## src/rtl/vga_draw_arbiter_if.sv

```systemverilog
// Sprite pixel-writer bus shared by the draw arbiter and its sources.
//
// Source side (driven by the sprite engines):
//   req        per-source pixel-valid, held with stable data until acked
//   x_in       packed x coordinates, source i at [8i+7:8i]
//   y_in       packed y coordinates, source i at [7i+6:7i]
//   colour_in  packed colours, source i at [3i+2:3i]
//   ack        per-source accept (combinational, from the arbiter)
// Adapter side (driven by the arbiter):
//   x_out, y_out, colour_out, plot   registered VGA adapter write port
//   busy       high while a source owns the bus
//   grant_id   index of the current or most recent owner
//
// Modports: master = sources/adapter side, slave = arbiter.

interface vga_draw_arbiter_if #(
  parameter int unsigned N_SRC = 4
) ();

  logic [N_SRC-1:0]   req;
  logic [8*N_SRC-1:0] x_in;
  logic [7*N_SRC-1:0] y_in;
  logic [3*N_SRC-1:0] colour_in;
  logic [N_SRC-1:0]   ack;
  logic [7:0]         x_out;
  logic [6:0]         y_out;
  logic [2:0]         colour_out;
  logic               plot;
  logic               busy;
  logic [2:0]         grant_id;

  modport master (
    output req, x_in, y_in, colour_in,
    input  ack, x_out, y_out, colour_out, plot, busy, grant_id
  );

  modport slave (
    input  req, x_in, y_in, colour_in,
    output ack, x_out, y_out, colour_out, plot, busy, grant_id
  );

endinterface

```

## src/rtl/vga_draw_arbiter.sv

```systemverilog
// Round-robin draw arbiter with burst locking. Grants one sprite source at a time,
// forwards its accepted pixels (one register stage) to the VGA adapter write port and
// returns a per-source ack so each writer only advances when its pixel is consumed.
//
// Ports:
//   clk      system clock
//   reset_N  asynchronous active-low reset
//   draw_io  vga_draw_arbiter_if.slave: source requests/data in, acks and
//            adapter write port (x_out, y_out, colour_out, plot), busy, grant_id out
//
// Optional feature: define VGA_DRAW_ARBITER_CLIP_EN to suppress plotting of accepted
// pixels with x >= SCREEN_W or y >= SCREEN_H (still acked and counted in the burst).

module vga_draw_arbiter #(
  parameter int unsigned N_SRC     = 4,
  parameter int unsigned MAX_BURST = 160,
  parameter int unsigned SCREEN_W  = 160,
  parameter int unsigned SCREEN_H  = 120
) (
  input logic               clk,
  input logic               reset_N,
  vga_draw_arbiter_if.slave draw_io
);

  localparam int unsigned IdxW = (N_SRC > 1) ? $clog2(N_SRC) : 1;
  localparam int unsigned CntW = $clog2(MAX_BURST + 1);

  if (N_SRC < 2 || N_SRC > 8 || MAX_BURST < 1 || SCREEN_W < 1 || SCREEN_H < 1) begin : g_bad_cfg
    $error("vga_draw_arbiter: unsupported parameter set");
  end

  typedef enum logic [0:0] {StIdle, StGrant} state_e;

  state_e            state_q;
  logic [IdxW-1:0]   rr_ptr_q;
  logic [IdxW-1:0]   owner_q;
  logic [CntW-1:0]   burst_cnt_q;
  logic              plot_q;
  logic [7:0]        x_q;
  logic [6:0]        y_q;
  logic [2:0]        colour_q;
  logic [2:0]        grant_id_q;

  logic              found;
  logic [IdxW-1:0]   pick;
  logic [IdxW-1:0]   owner_nxt;
  logic              xfer;
  logic              last_beat;
  logic              on_screen;
  logic [7:0]        own_x;
  logic [6:0]        own_y;
  logic [2:0]        own_c;
  int unsigned       idx;

  // First requester at or after rr_ptr, wrapping modulo N_SRC.
  always_comb begin
    found = 1'b0;
    pick  = '0;
    idx   = 0;
    for (int unsigned i = 0; i < N_SRC; i++) begin
      idx = (int'(rr_ptr_q) + i) % N_SRC;
      if (!found && draw_io.req[idx]) begin
        found = 1'b1;
        pick  = IdxW'(idx);
      end
    end
  end

  always_comb begin
    own_x     = draw_io.x_in[8*int'(owner_q) +: 8];
    own_y     = draw_io.y_in[7*int'(owner_q) +: 7];
    own_c     = draw_io.colour_in[3*int'(owner_q) +: 3];
    xfer      = (state_q == StGrant) && draw_io.req[owner_q];
    last_beat = (burst_cnt_q == CntW'(MAX_BURST - 1));
    owner_nxt = (owner_q == IdxW'(N_SRC - 1)) ? '0 : owner_q + IdxW'(1);
  end

`ifdef VGA_DRAW_ARBITER_CLIP_EN
  assign on_screen = (int'(own_x) < int'(SCREEN_W)) && (int'(own_y) < int'(SCREEN_H));
`else
  assign on_screen = 1'b1;
`endif

  // Only the owner can be acked; its ack simply mirrors its request.
  always_comb begin
    draw_io.ack = '0;
    if (state_q == StGrant) begin
      draw_io.ack[owner_q] = draw_io.req[owner_q];
    end
  end

  always_ff @(posedge clk or negedge reset_N) begin
    if (!reset_N) begin
      state_q     <= StIdle;
      rr_ptr_q    <= '0;
      owner_q     <= '0;
      burst_cnt_q <= '0;
      plot_q      <= 1'b0;
      x_q         <= '0;
      y_q         <= '0;
      colour_q    <= '0;
      grant_id_q  <= '0;
    end else begin
      case (state_q)
        StIdle: begin
          plot_q <= 1'b0;
          if (found) begin
            owner_q     <= pick;
            grant_id_q  <= 3'(pick);
            burst_cnt_q <= '0;
            state_q     <= StGrant;
          end
        end
        StGrant: begin
          if (xfer) begin
            burst_cnt_q <= burst_cnt_q + CntW'(1);
            plot_q      <= on_screen;
            if (on_screen) begin
              x_q      <= own_x;
              y_q      <= own_y;
              colour_q <= own_c;
            end
            // Forced rotation after a full burst.
            if (last_beat) begin
              state_q  <= StIdle;
              rr_ptr_q <= owner_nxt;
            end
          end else begin
            // Owner finished or paused: release the bus.
            plot_q   <= 1'b0;
            state_q  <= StIdle;
            rr_ptr_q <= owner_nxt;
          end
        end
        default: state_q <= StIdle;
      endcase
    end
  end

  assign draw_io.x_out      = x_q;
  assign draw_io.y_out      = y_q;
  assign draw_io.colour_out = colour_q;
  assign draw_io.plot       = plot_q;
  assign draw_io.busy       = (state_q == StGrant);
  assign draw_io.grant_id   = grant_id_q;

endmodule
```

## src/flat_wrapper.sv

```systemverilog
// flat-port wrapper written by rule: the top's interface ports become plain ports
module vga_draw_arbiter_flat 
#(
  parameter int unsigned N_SRC     = 4,
  parameter int unsigned MAX_BURST = 160,
  parameter int unsigned SCREEN_W  = 160,
  parameter int unsigned SCREEN_H  = 120
)
  (clk, reset_N, draw_io_req, draw_io_x_in, draw_io_y_in, draw_io_colour_in, draw_io_ack, draw_io_x_out, draw_io_y_out, draw_io_colour_out, draw_io_plot, draw_io_busy, draw_io_grant_id);
  vga_draw_arbiter_if #(.N_SRC(N_SRC)) draw_io_i ();
  input logic clk;
  input logic reset_N;
  input wire logic [$bits(draw_io_i.req)-1:0] draw_io_req;
  input wire logic [$bits(draw_io_i.x_in)-1:0] draw_io_x_in;
  input wire logic [$bits(draw_io_i.y_in)-1:0] draw_io_y_in;
  input wire logic [$bits(draw_io_i.colour_in)-1:0] draw_io_colour_in;
  output wire logic [$bits(draw_io_i.ack)-1:0] draw_io_ack;
  output wire logic [$bits(draw_io_i.x_out)-1:0] draw_io_x_out;
  output wire logic [$bits(draw_io_i.y_out)-1:0] draw_io_y_out;
  output wire logic [$bits(draw_io_i.colour_out)-1:0] draw_io_colour_out;
  output wire logic [$bits(draw_io_i.plot)-1:0] draw_io_plot;
  output wire logic [$bits(draw_io_i.busy)-1:0] draw_io_busy;
  output wire logic [$bits(draw_io_i.grant_id)-1:0] draw_io_grant_id;
  assign draw_io_i.req = draw_io_req;
  assign draw_io_i.x_in = draw_io_x_in;
  assign draw_io_i.y_in = draw_io_y_in;
  assign draw_io_i.colour_in = draw_io_colour_in;
  assign draw_io_ack = draw_io_i.ack;
  assign draw_io_x_out = draw_io_i.x_out;
  assign draw_io_y_out = draw_io_i.y_out;
  assign draw_io_colour_out = draw_io_i.colour_out;
  assign draw_io_plot = draw_io_i.plot;
  assign draw_io_busy = draw_io_i.busy;
  assign draw_io_grant_id = draw_io_i.grant_id;
  vga_draw_arbiter #(.N_SRC(N_SRC), .MAX_BURST(MAX_BURST), .SCREEN_W(SCREEN_W), .SCREEN_H(SCREEN_H)) u_core (.clk(clk), .reset_N(reset_N), .draw_io(draw_io_i));
endmodule
```

## config.mk

```make
export PLATFORM = sky130hd
export DESIGN_NAME = vga_draw_arbiter_flat
export DESIGN_NICKNAME = d
export VERILOG_FILES = /design/src/rtl/vga_draw_arbiter_if.sv /design/src/rtl/vga_draw_arbiter.sv /design/src/flat_wrapper.sv
export SDC_FILE = /design/constraint.sdc
export NUM_CORES = 1
export LEC_CHECK = 0
export ABC_AREA = 0
export ABC_CLOCK_PERIOD_IN_PS = 1800
export CAP_MARGIN = 15
export CORE_UTILIZATION = 35
export DETAILED_ROUTE_END_ITERATION = 10
export PLACE_DENSITY_LB_ADDON = 0.25
export RECOVER_POWER = 25
export SYNTH_ARGS = -nofsm -noshare
export SYNTH_HDL_FRONTEND = slang
export SYNTH_SLANG_ARGS = --single-unit
```

## constraint.sdc

```tcl
create_clock -name clk -period 1.8 [get_ports clk]
set_clock_uncertainty 0.05 [all_clocks]
set_input_delay 0.27 -clock clk [delete_from_list [all_inputs] [get_ports clk]]
set_output_delay 0.27 -clock clk [all_outputs]
set_load 0.01 [all_outputs]
```

==> impl_metrics.py, run 1 <==
metrics = {
    "outcome": {
        "status": "finished, violations left",
        "violations": "setup timing",
    },
    "timing": {
        "timing.final.ws_setup_ns": -0.175,
        "slew_viol_final": 0,
        "fin_crit_ns": 1.97,
        "timing.hold.ws_ns": 0.0219,
        "rsz0062_at_grt": "yes",
        "tightest_slew_ns": 0.818,
        "setup_viol": 24,
        "maxSlewHeadroom": 0.454,
        "fmax_mhz": 506,
        "hold_violations": 0,
        "fin_crit_sh": 1.10,
    },
    "synthesis": {
        "synthFlopType": "dfrtp_1",
        "ys_warn_count": 0,
        "ys_ff_latch": 32,
        "ys_seq_area_frac": 0.419,
        "yosysTopAreaCellShare": 0.419,
        "synth_fp_nets": 263,
        "yosysUniqueCellTypes": 31,
        "ys_top_cells_by_count": "66 x nand2_1, 32 x dfrtp_1, 19 x mux4_2",
        "avgSynthCellArea_sq_um": 10.6,
        "synthCells": 180,
        "synth_area_leader_cell": "dfrtp_1",
        "synth-async-reset-ratio": 1.00,
        "synth_edf_count": 0,
        "synth_area_leaders": "dfrtp_1 42%, mux4_2 22%, nand2_1 13%",
        "syn_area_sq_um": 1910,
        "yosysMostFrequentCell": "nand2_1",
    },
    "grt": {
        "grt_pass1_vias": 1808,
        "overflow": 0,
        "grt_pass1_wl_microns": 8470,
        "grt_max_degree": 33,
        "grt_antenna_before_repair": 0,
        "grt_usage": 0.201,
    },
    "detailed_routing": {
        "post_drt_wl_per_cell_microns": 14.8,
        "drtIter0Drc": 86,
        "drcViolationCount": 0,
        "firstDrtPassIters": 4,
        "postRouteAntennaNets": 0,
        "drt-total-wl_microns": 5570,
        "vias_per_cell": 4.98,
        "vias": 1874,
    },
    "clocking": {
        "ctsHoldBuffers": 0,
        "clk_path_buf_depth": 2,
        "clock-sinks": 32,
        "clock_latency_ns": 0.28,
        "numCtsBuffers": 5,
        "cts_tree": "yes",
        "clk_pin_slew_worst_paths_ns": 0.07,
        "h-tree-depth": 2,
        "root_buffer": "clkbuf_8",
    },
    "worst_setup_path": {
        "crit_arrival_ns": 1.65,
        "crit_type": "in -> out",
        "r2r_setup_slack_ns": -0.11,
        "required_ns": 1.48,
        "crit_path_start_kind": "primary input",
        "critPathMaxFanout": 3,
        "endpoint_kind": "primary output",
    },
    "finish": {
        "drive_gt1_frac": 0.232,
        "fillerInstances": 412,
        "fin_nets": 388,
        "n_antenna_cell": 0,
        "syn_to_final_growth_pct": 82.3,
    },
    "place": {
        "globalplace.congestion": 0.774,
        "dp_slack_ns": -0.421,
        "portBuffers": 103,
        "hpwl_microns": 3970,
    },
    "die": {
        "fp.dieH_microns": 75.9,
        "pin_count": 105,
        "placementRows": 26,
        "core_area_sq_um": 5170,
        "die_area_sq_um": 5750,
        "initial_utilization": 0.369,
        "fp.dieW_microns": 75.9,
    },
    "power_and_ir_drop": {
        "total_power_uw": 5050,
        "leakage_uw": 0.00155,
        "cellPowerDensity_nw_per_um2": 1450,
        "ir_drop_v": 0.000843,
    },
    "hold_path": {
        "hp-class": "in -> async",
    },
    "flow_run": {
        "cap_violations": 0,
    },
}
final timing paths:
path                                    startpoint                       to  cells after the start
min                                        reset_N  u_core.draw_io.x_out[7]                      1
max in group asynchronous                  reset_N        u_core.owner_q[1]                      1
max                                 draw_io_req[1]           draw_io_ack[3]                      5
max reg2reg                      u_core.owner_q[0]  u_core.draw_io.y_out[6]                      8
min in group clk           u_core.draw_io.y_out[2]  u_core.draw_io.y_out[2]                      2
min reg2reg                u_core.draw_io.y_out[2]  u_core.draw_io.y_out[2]                      2
sequential cells by signal (all words and copies together), names as in the netlist:
name,flops
u_core.burst_cnt_q,8
u_core.draw_io.x_out,8
u_core.draw_io.y_out,7
u_core.draw_io.colour_out,3
u_core.owner_q,2
u_core.rr_ptr_q,2
u_core.draw_io.busy,1
u_core.draw_io.plot,1
timing repair:
action	in CTS	in global routing
hold endpoints to repair	0	0
cloned	2	1
gates resized for setup	42	12
pin swaps	0	3
setup endpoints to repair	18	33
setup buffers	5	3
report_power, final:
part / switching, uW / leakage (uW) / internal [uW]
sequential: 229 / 0.000402 / 1020
clock: 262 / 0.0000455 / 312
combinational: 1300 / 0.00110 / 1930
total: 1790 / 0.00155 / 3260
worst max-delay path, cell delays in order:
cell and delay (ns):
clkdlybuf4s50_1 0.43, mux4_2 0.52, buf_6 0.15, and3_4 0.17
buf_6 0.11
layer usage:
metal | track usage | vias to the layer above | wire (microns)
li1 | - | 895 | -
met1 | 0.232 | 906 | 2190
met2 | 0.356 | 62 | 2910
met3 | 0.0556 | 11 | 364
met4 | 0.0720 | 0 | 101
met5 | 0 | - | 0
layout by cell type, fill, tap and decap left out, drive strengths merged:
cell type      count
clkdlybuf4s50     98
nand2             67
dfrtp             32
buf               26
mux4              19
clkbuf            10
nand3              5
mux2i              5
ha                 5
inv                5
and3               5
o21ai              5
o41ai              3
o211ai             2
nand2b             2
mux2               2
nor2               2
bufbuf             2
nor4               1
nand4              1
and3b              1
a21oi              1
a2111oi            1
a21o               1
nand3b             1
a221o              1
and4               1
nor3               1
conb               1
cell families (layout without fill, tap and decap cells):
family	count (synthesis)	count (layout)	synth area share
multiplexers	26	26	0.262
other	1	1	0.00196
buffers and inverters	15	141	0.0374
AO/OA/AOI/OAI	14	14	0.0511
adder cells (fa/ha/maj)	5	5	0.0328
AND/OR/NAND/NOR	87	87	0.195
flip-flops	32	32	0.419
through the flow:
step / util / cells / TNS (ns) / instance area [sq um]
global placement: 0.605 / 359 / -6.96 / 3130
detailed placement: 0.605 / 359 / -8.12 / 3130
finish: 0.673 / 376 / -2.06 / 3480
global route: 0.673 / 376 / -4.29 / 3480
CTS: 0.658 / 373 / -1.46 / 3400
floorplan: - / 180 / 0 / 1910
layout make-up:
type,instances,area (sq um),share of cell area
sequential,32,803,0.231
timing repair buffer,128,1360,0.390
multi-input combinational,133,1110,0.320
tap,70,87.6,0.0252
inverter,5,28.8,0.00827
clock buffer,8,90.1,0.0259
Note: power is estimated with default switching activity, not from simulation.
==> run 2: changes to the inputs <==
--- a/config.mk
+++ b/config.mk
@@ -15,3 +15,4 @@
 export SYNTH_ARGS = -nofsm -noshare
 export SYNTH_HDL_FRONTEND = slang
 export SYNTH_SLANG_ARGS = --single-unit
+export TNS_END_PERCENT = 20
==> impl_metrics.py, run 2 (same netlist as run 1, synthesis figures left out) <==
metrics = {
    "power_and_ir_drop": {
        "total_power_uw": 4710,
        "leakage_uw": 0.00148,
        "cellPowerDensity_nw_per_um2": 1400,
        "ir_drop_v": 0.000806,
    },
    "finish": {
        "fin_nets": 382,
        "design_area_sq_um": 3370,
        "n_antenna_cell": 0,
        "final_cells": 370,
        "final_cell_mix": "98 x clkdlybuf4s50_1, 65 x nand2_1, 30 x dfrtp_1, 19 x mux4_2, 11 x buf_4",
        "drive_gt1_frac": 0.210,
        "syn_to_final_growth_pct": 76.3,
        "final_common_cell": "clkdlybuf4s50_1",
    },
    "die": {
        "pin_count": 105,
        "fp.dieH_microns": 75.9,
        "die_area_sq_um": 5750,
        "fp.dieW_microns": 75.9,
        "core_area_sq_um": 5170,
        "initial_utilization": 0.369,
        "placementRows": 26,
    },
    "clocking": {
        "clk_pin_slew_worst_paths_ns": 0.06,
        "root_buffer": "clkbuf_8",
        "numCtsBuffers": 5,
        "clk_path_buf_depth": 2,
        "h-tree-depth": 2,
        "clock_latency_ns": 0.28,
        "cts_tree": "yes",
        "clock-sinks": 32,
    },
    "worst_setup_path": {
        "crit_path_start_kind": "primary input",
        "crit_arrival_ns": 1.65,
        "cp_slowest_cell": "mux4_2",
        "required_ns": 1.48,
        "cpPeakStageDelay_ns": 0.52,
        "endpoint_kind": "primary output",
        "critPathMaxFanout": 3,
        "crit_top_cell": "buf_6",
        "worstPathCellList": "clkdlybuf4s50_1 > mux4_2 > buf_6 > and3_4 > buf_6",
        "r2r_setup_slack_ns": -0.04,
        "crit_buf_inv": 3,
        "crit_type": "in -> out",
        "cp_top_family": "buffers and inverters",
    },
    "timing": {
        "timing.final.ws_setup_ns": -0.170,
        "fin_crit_sh": 1.09,
        "tightest_slew_ns": 0.824,
        "fmax_mhz": 507,
        "hold_violations": 0,
        "maxSlewHeadroom": 0.451,
        "slew_viol_final": 0,
        "setup_viol": 7,
        "setup_tns_ns": -0.722,
        "rsz0062_at_grt": "yes",
        "fin_crit_ns": 1.97,
    },
    "grt": {
        "grt_pass1_wl_microns": 8070,
        "grt_max_degree": 33,
        "grt_antenna_before_repair": 0,
        "grt_usage": 0.190,
        "overflow": 0,
        "grt_pass1_vias": 1769,
    },
    "place": {
        "globalplace.congestion": 0.774,
        "dp_slack_ns": -0.421,
        "hpwl_microns": 3970,
        "dp.cells": 359,
        "portBuffers": 103,
        "place_area_sq_um": 3130,
    },
    "detailed_routing": {
        "drcViolationCount": 0,
        "postRouteAntennaNets": 0,
        "vias": 1842,
        "post_drt_wl_per_cell_microns": 14.4,
        "drtIter0Drc": 59,
        "drt-total-wl_microns": 5310,
        "vias_per_cell": 4.98,
        "firstDrtPassIters": 4,
    },
    "outcome": {
        "status": "finished, violations left",
        "violations": "setup timing",
    },
    "hold_path": {
        "hp-class": "in -> async",
    },
    "flow_run": {
        "cap_violations": 0,
    },
}
-- run 2: what timing repair did --
item | CTS | global route
resized for setup | 36 | 7
gates cloned | 0 | 1
pin swaps | 2 | 1
hold buffers | 0 | 0
endpoints found under the setup margin | 18 | 36
setup buffers | 3 | 0
-- run 2: report_power, final --
| part | internal, uW | total (uW) | leakage, uW | switching (uW) |
|---|---|---|---|---|
| clock network | 312 | 567 | 0.0000455 | 255 |
| logic | 1670 | 2890 | 0.00104 | 1230 |
| registers | 1020 | 1250 | 0.000402 | 227 |
-- run 2: path summary, 6_finish.rpt --
path                                           end  cells past startpoint                    start
max in group asynchronous      u_core.draw_io.busy                      1                  reset_N
min reg2reg                u_core.draw_io.y_out[0]                      2  u_core.draw_io.y_out[0]
max                                 draw_io_ack[3]                      5           draw_io_req[1]
min in group clk           u_core.draw_io.y_out[0]                      2  u_core.draw_io.y_out[0]
min                        u_core.draw_io.x_out[7]                      1                  reset_N
max reg2reg                     u_core.rr_ptr_q[1]                      6        u_core.owner_q[0]
-- run 2: stage by stage --
step / utilization / hold WS (ns)
2_1_floorplan: - / -0.0756
3_3_place_gp: 0.605 / 0.325
3_5_place_dp: 0.605 / 0.327
4_1_cts: 0.642 / 0.0178
5_1_grt: 0.651 / 0.0871
6_report: 0.651 / 0.0278
-- run 2: metal layers --
layer | up-vias | global-route usage | part of all wire | wire, microns
met5 | - | 0 | 0 | 0
met4 | 0 | 0.0782 | 0.019 | 99
met3 | 11 | 0.0542 | 0.067 | 357
li1 | 887 | - | - | -
met1 | 884 | 0.219 | 0.39 | 2090
met2 | 60 | 0.332 | 0.52 | 2770
-- run 2: final cells by class --
cell class / instances / area [sq um]
flip-flops and latches: 32 / 803
well taps: 70 / 87.6
multi-input cells: 133 / 1110
fillers: 420 / 1810
repair buffers: 122 / 1250
clock buffers: 8 / 90.1
inverters: 5 / 26.3
==> run 3: changes to the inputs <==
--- a/config.mk
+++ b/config.mk
@@ -5,11 +5,11 @@
 export SDC_FILE = /design/constraint.sdc
 export NUM_CORES = 1
 export LEC_CHECK = 0
-export ABC_AREA = 0
 export ABC_CLOCK_PERIOD_IN_PS = 1800
 export CAP_MARGIN = 15
 export CORE_UTILIZATION = 35
 export DETAILED_ROUTE_END_ITERATION = 10
+export GPL_TIMING_DRIVEN = 0
 export PLACE_DENSITY_LB_ADDON = 0.25
 export RECOVER_POWER = 25
 export SYNTH_ARGS = -nofsm -noshare
==> impl_metrics.py, run 3 (same netlist as run 1, synthesis figures left out) <==
metrics = {
    "worst_setup_path": {
        "endpoint_kind": "primary output",
        "required_ns": 1.48,
        "cp_top_family": "multiplexers",
        "crit_arrival_ns": 1.62,
        "crit_path_start_kind": "flop",
        "critPathMaxFanout": 3,
        "cpPeakStageDelay_ns": 0.53,
        "crit_top_cell": "buf_6",
        "crit_type": "reg -> out",
        "crit_buf_inv": 2,
        "r2r_setup_slack_ns": -0.02,
        "worstPathCellList": "mux4_2 > buf_6 > and3_4 > buf_6",
        "cp_slowest_cell": "mux4_2",
    },
    "die": {
        "core_area_sq_um": 5170,
        "die_area_sq_um": 5750,
        "pin_count": 105,
        "fp.dieH_microns": 75.9,
        "fp.dieW_microns": 75.9,
        "initial_utilization": 0.369,
        "placementRows": 26,
    },
    "grt": {
        "grt_max_degree": 33,
        "grt_pass1_wl_microns": 8650,
        "use_met1": 0.246,
        "grt_antenna_before_repair": 0,
        "overflow": 0,
        "gr-usage-met3": 0.0410,
        "grt_pass1_vias": 1847,
        "met2_usage": 0.364,
        "busiest_layer": "met2",
        "grt_usage": 0.205,
    },
    "finish": {
        "multi_input_area_sq_um": 1090,
        "final_common_cell": "clkdlybuf4s50_1",
        "fin_util": 0.640,
        "fillerInstances": 434,
        "syn_to_final_growth_pct": 73.3,
        "drive_gt1_frac": 0.210,
        "n_antenna_cell": 0,
        "seq_area_sq_um": 803,
        "fin_nets": 382,
        "final_cell_mix": "93 x clkdlybuf4s50_1, 66 x nand2_1, 30 x dfrtp_1, 19 x mux4_2, 11 x buf_4",
    },
    "timing": {
        "setup_tns_ns": -0.528,
        "tightest_slew_ns": 0.839,
        "hold_violations": 0,
        "slew_viol_final": 0,
        "fin_crit_sh": 1.08,
        "maxSlewHeadroom": 0.441,
        "fin_crit_ns": 1.94,
        "fmax_mhz": 516,
        "setup_viol": 6,
        "timing.final.ws_setup_ns": -0.138,
        "rsz0062_at_grt": "yes",
    },
    "place": {
        "globalplace.congestion": 0.798,
        "dp_slack_ns": -0.566,
        "portBuffers": 103,
        "hpwl_microns": 4100,
    },
    "power_and_ir_drop": {
        "leakage_uw": 0.00147,
        "p_clk_frac": 0.145,
        "combPwrFrac": 0.587,
        "swShare": 0.365,
        "total_power_uw": 4710,
        "pwr-share-seq": 0.268,
        "ir_drop_v": 0.00102,
        "cellPowerDensity_nw_per_um2": 1420,
        "internal_power_uw": 2990,
        "p_sw_uw": 1720,
    },
    "clocking": {
        "cts_tree": "yes",
        "root_buffer": "clkbuf_8",
        "h-tree-depth": 2,
        "numCtsBuffers": 5,
        "clk_path_buf_depth": 2,
        "clock-sinks": 32,
        "clock_latency_ns": 0.29,
        "clk_pin_slew_worst_paths_ns": 0.07,
    },
    "detailed_routing": {
        "post_drt_wl_per_cell_microns": 15.3,
        "vias": 1879,
        "postRouteAntennaNets": 0,
        "drtIter0Drc": 155,
        "vias_per_cell": 5.08,
        "drt-total-wl_microns": 5660,
        "drcViolationCount": 0,
        "firstDrtPassIters": 4,
    },
    "outcome": {
        "violations": "setup timing",
        "status": "finished, violations left",
    },
    "flow_run": {
        "cap_violations": 0,
    },
    "hold_path": {
        "hp-class": "in -> async",
    },
}
==> run 3: cell count changes in the layout (fill, tap and decap cells not counted), moves of 2 or more <==
cell,before,now
buf_12,4,0
clkdlybuf4s50_1,98,93
buf_6,6,8
dlygate4sd2_1,0,4
==> run 3: path summary, 6_finish.rpt <==
kind | from | cells past startpoint | endpoint
min reg2reg | u_core.draw_io.colour_out[2] | 2 | u_core.draw_io.colour_out[2]
max in group asynchronous | reset_N | 1 | u_core.owner_q[0]
min | reset_N | 1 | u_core.draw_io.x_out[7]
max reg2reg | u_core.owner_q[0] | 6 | u_core.rr_ptr_q[0]
max | u_core.owner_q[0] | 4 | draw_io_ack[3]
min in group clk | u_core.draw_io.colour_out[2] | 2 | u_core.draw_io.colour_out[2]
==> run 3: routing by layer <==
| layer | vias up | wire length, microns |
|---|---|---|
| li1 | 878 | - |
| met5 | - | 0 |
| met3 | 7 | 348 |
| met2 | 73 | 2920 |
| met4 | 0 | 65 |
| met1 | 921 | 2320 |
==> run 3: final cells by class <==
type                       count  area share
multi-input combinational    133       0.330
clock buffer                   6      0.0219
inverter                       5     0.00719
timing repair buffer         112       0.334
buffer                        10      0.0272
tap                           70      0.0265
sequential                    32       0.243
clock inverter                 2      0.0106
==> run 3: worst reg2reg max path, cell delays in order (launching register included) <==
cell and delay [ns]:
dfrtp_2 0.38, mux4_2 0.53, buf_6 0.14, buf_4 0.15, inv_4 0.06, o21ai_4 0.07
mux2_4 0.31
==> run 3: per-stage QoR <==
stage                     cells  hold slack (ns)  area [sq um]
after global placement      353            0.399          3030
final                       370           0.0260          3310
after global routing        370           0.0946          3310
after floorplan             180          -0.0756          1910
after detailed placement    353            0.330          3020
after CTS                   368           0.0261          3260
==> run 3: repair_timing <==
item | in CTS | in global routing
hold buffers | 0 | 0
pin swaps | 1 | 1
gates cloned | 0 | 0
setup buffers | 7 | 2
resized for setup | 44 | 11
endpoints found under the setup margin | 32 | 33
==> run 3: power groups by stage <==
| stage | Combinational, uW | Clock [uW] | Sequential (uW) |
|---|---|---|---|
| 4_1_cts | 2700 | 688 | 1250 |
| 5_1_grt | 3020 | 726 | 1300 |
| 2_1_floorplan | 1260 | 0 | 1330 |
| 3_3_place_gp | 2330 | 0 | 1250 |
| 3_5_place_dp | 2380 | 0 | 1270 |
| 6_report | 2770 | 683 | 1260 |
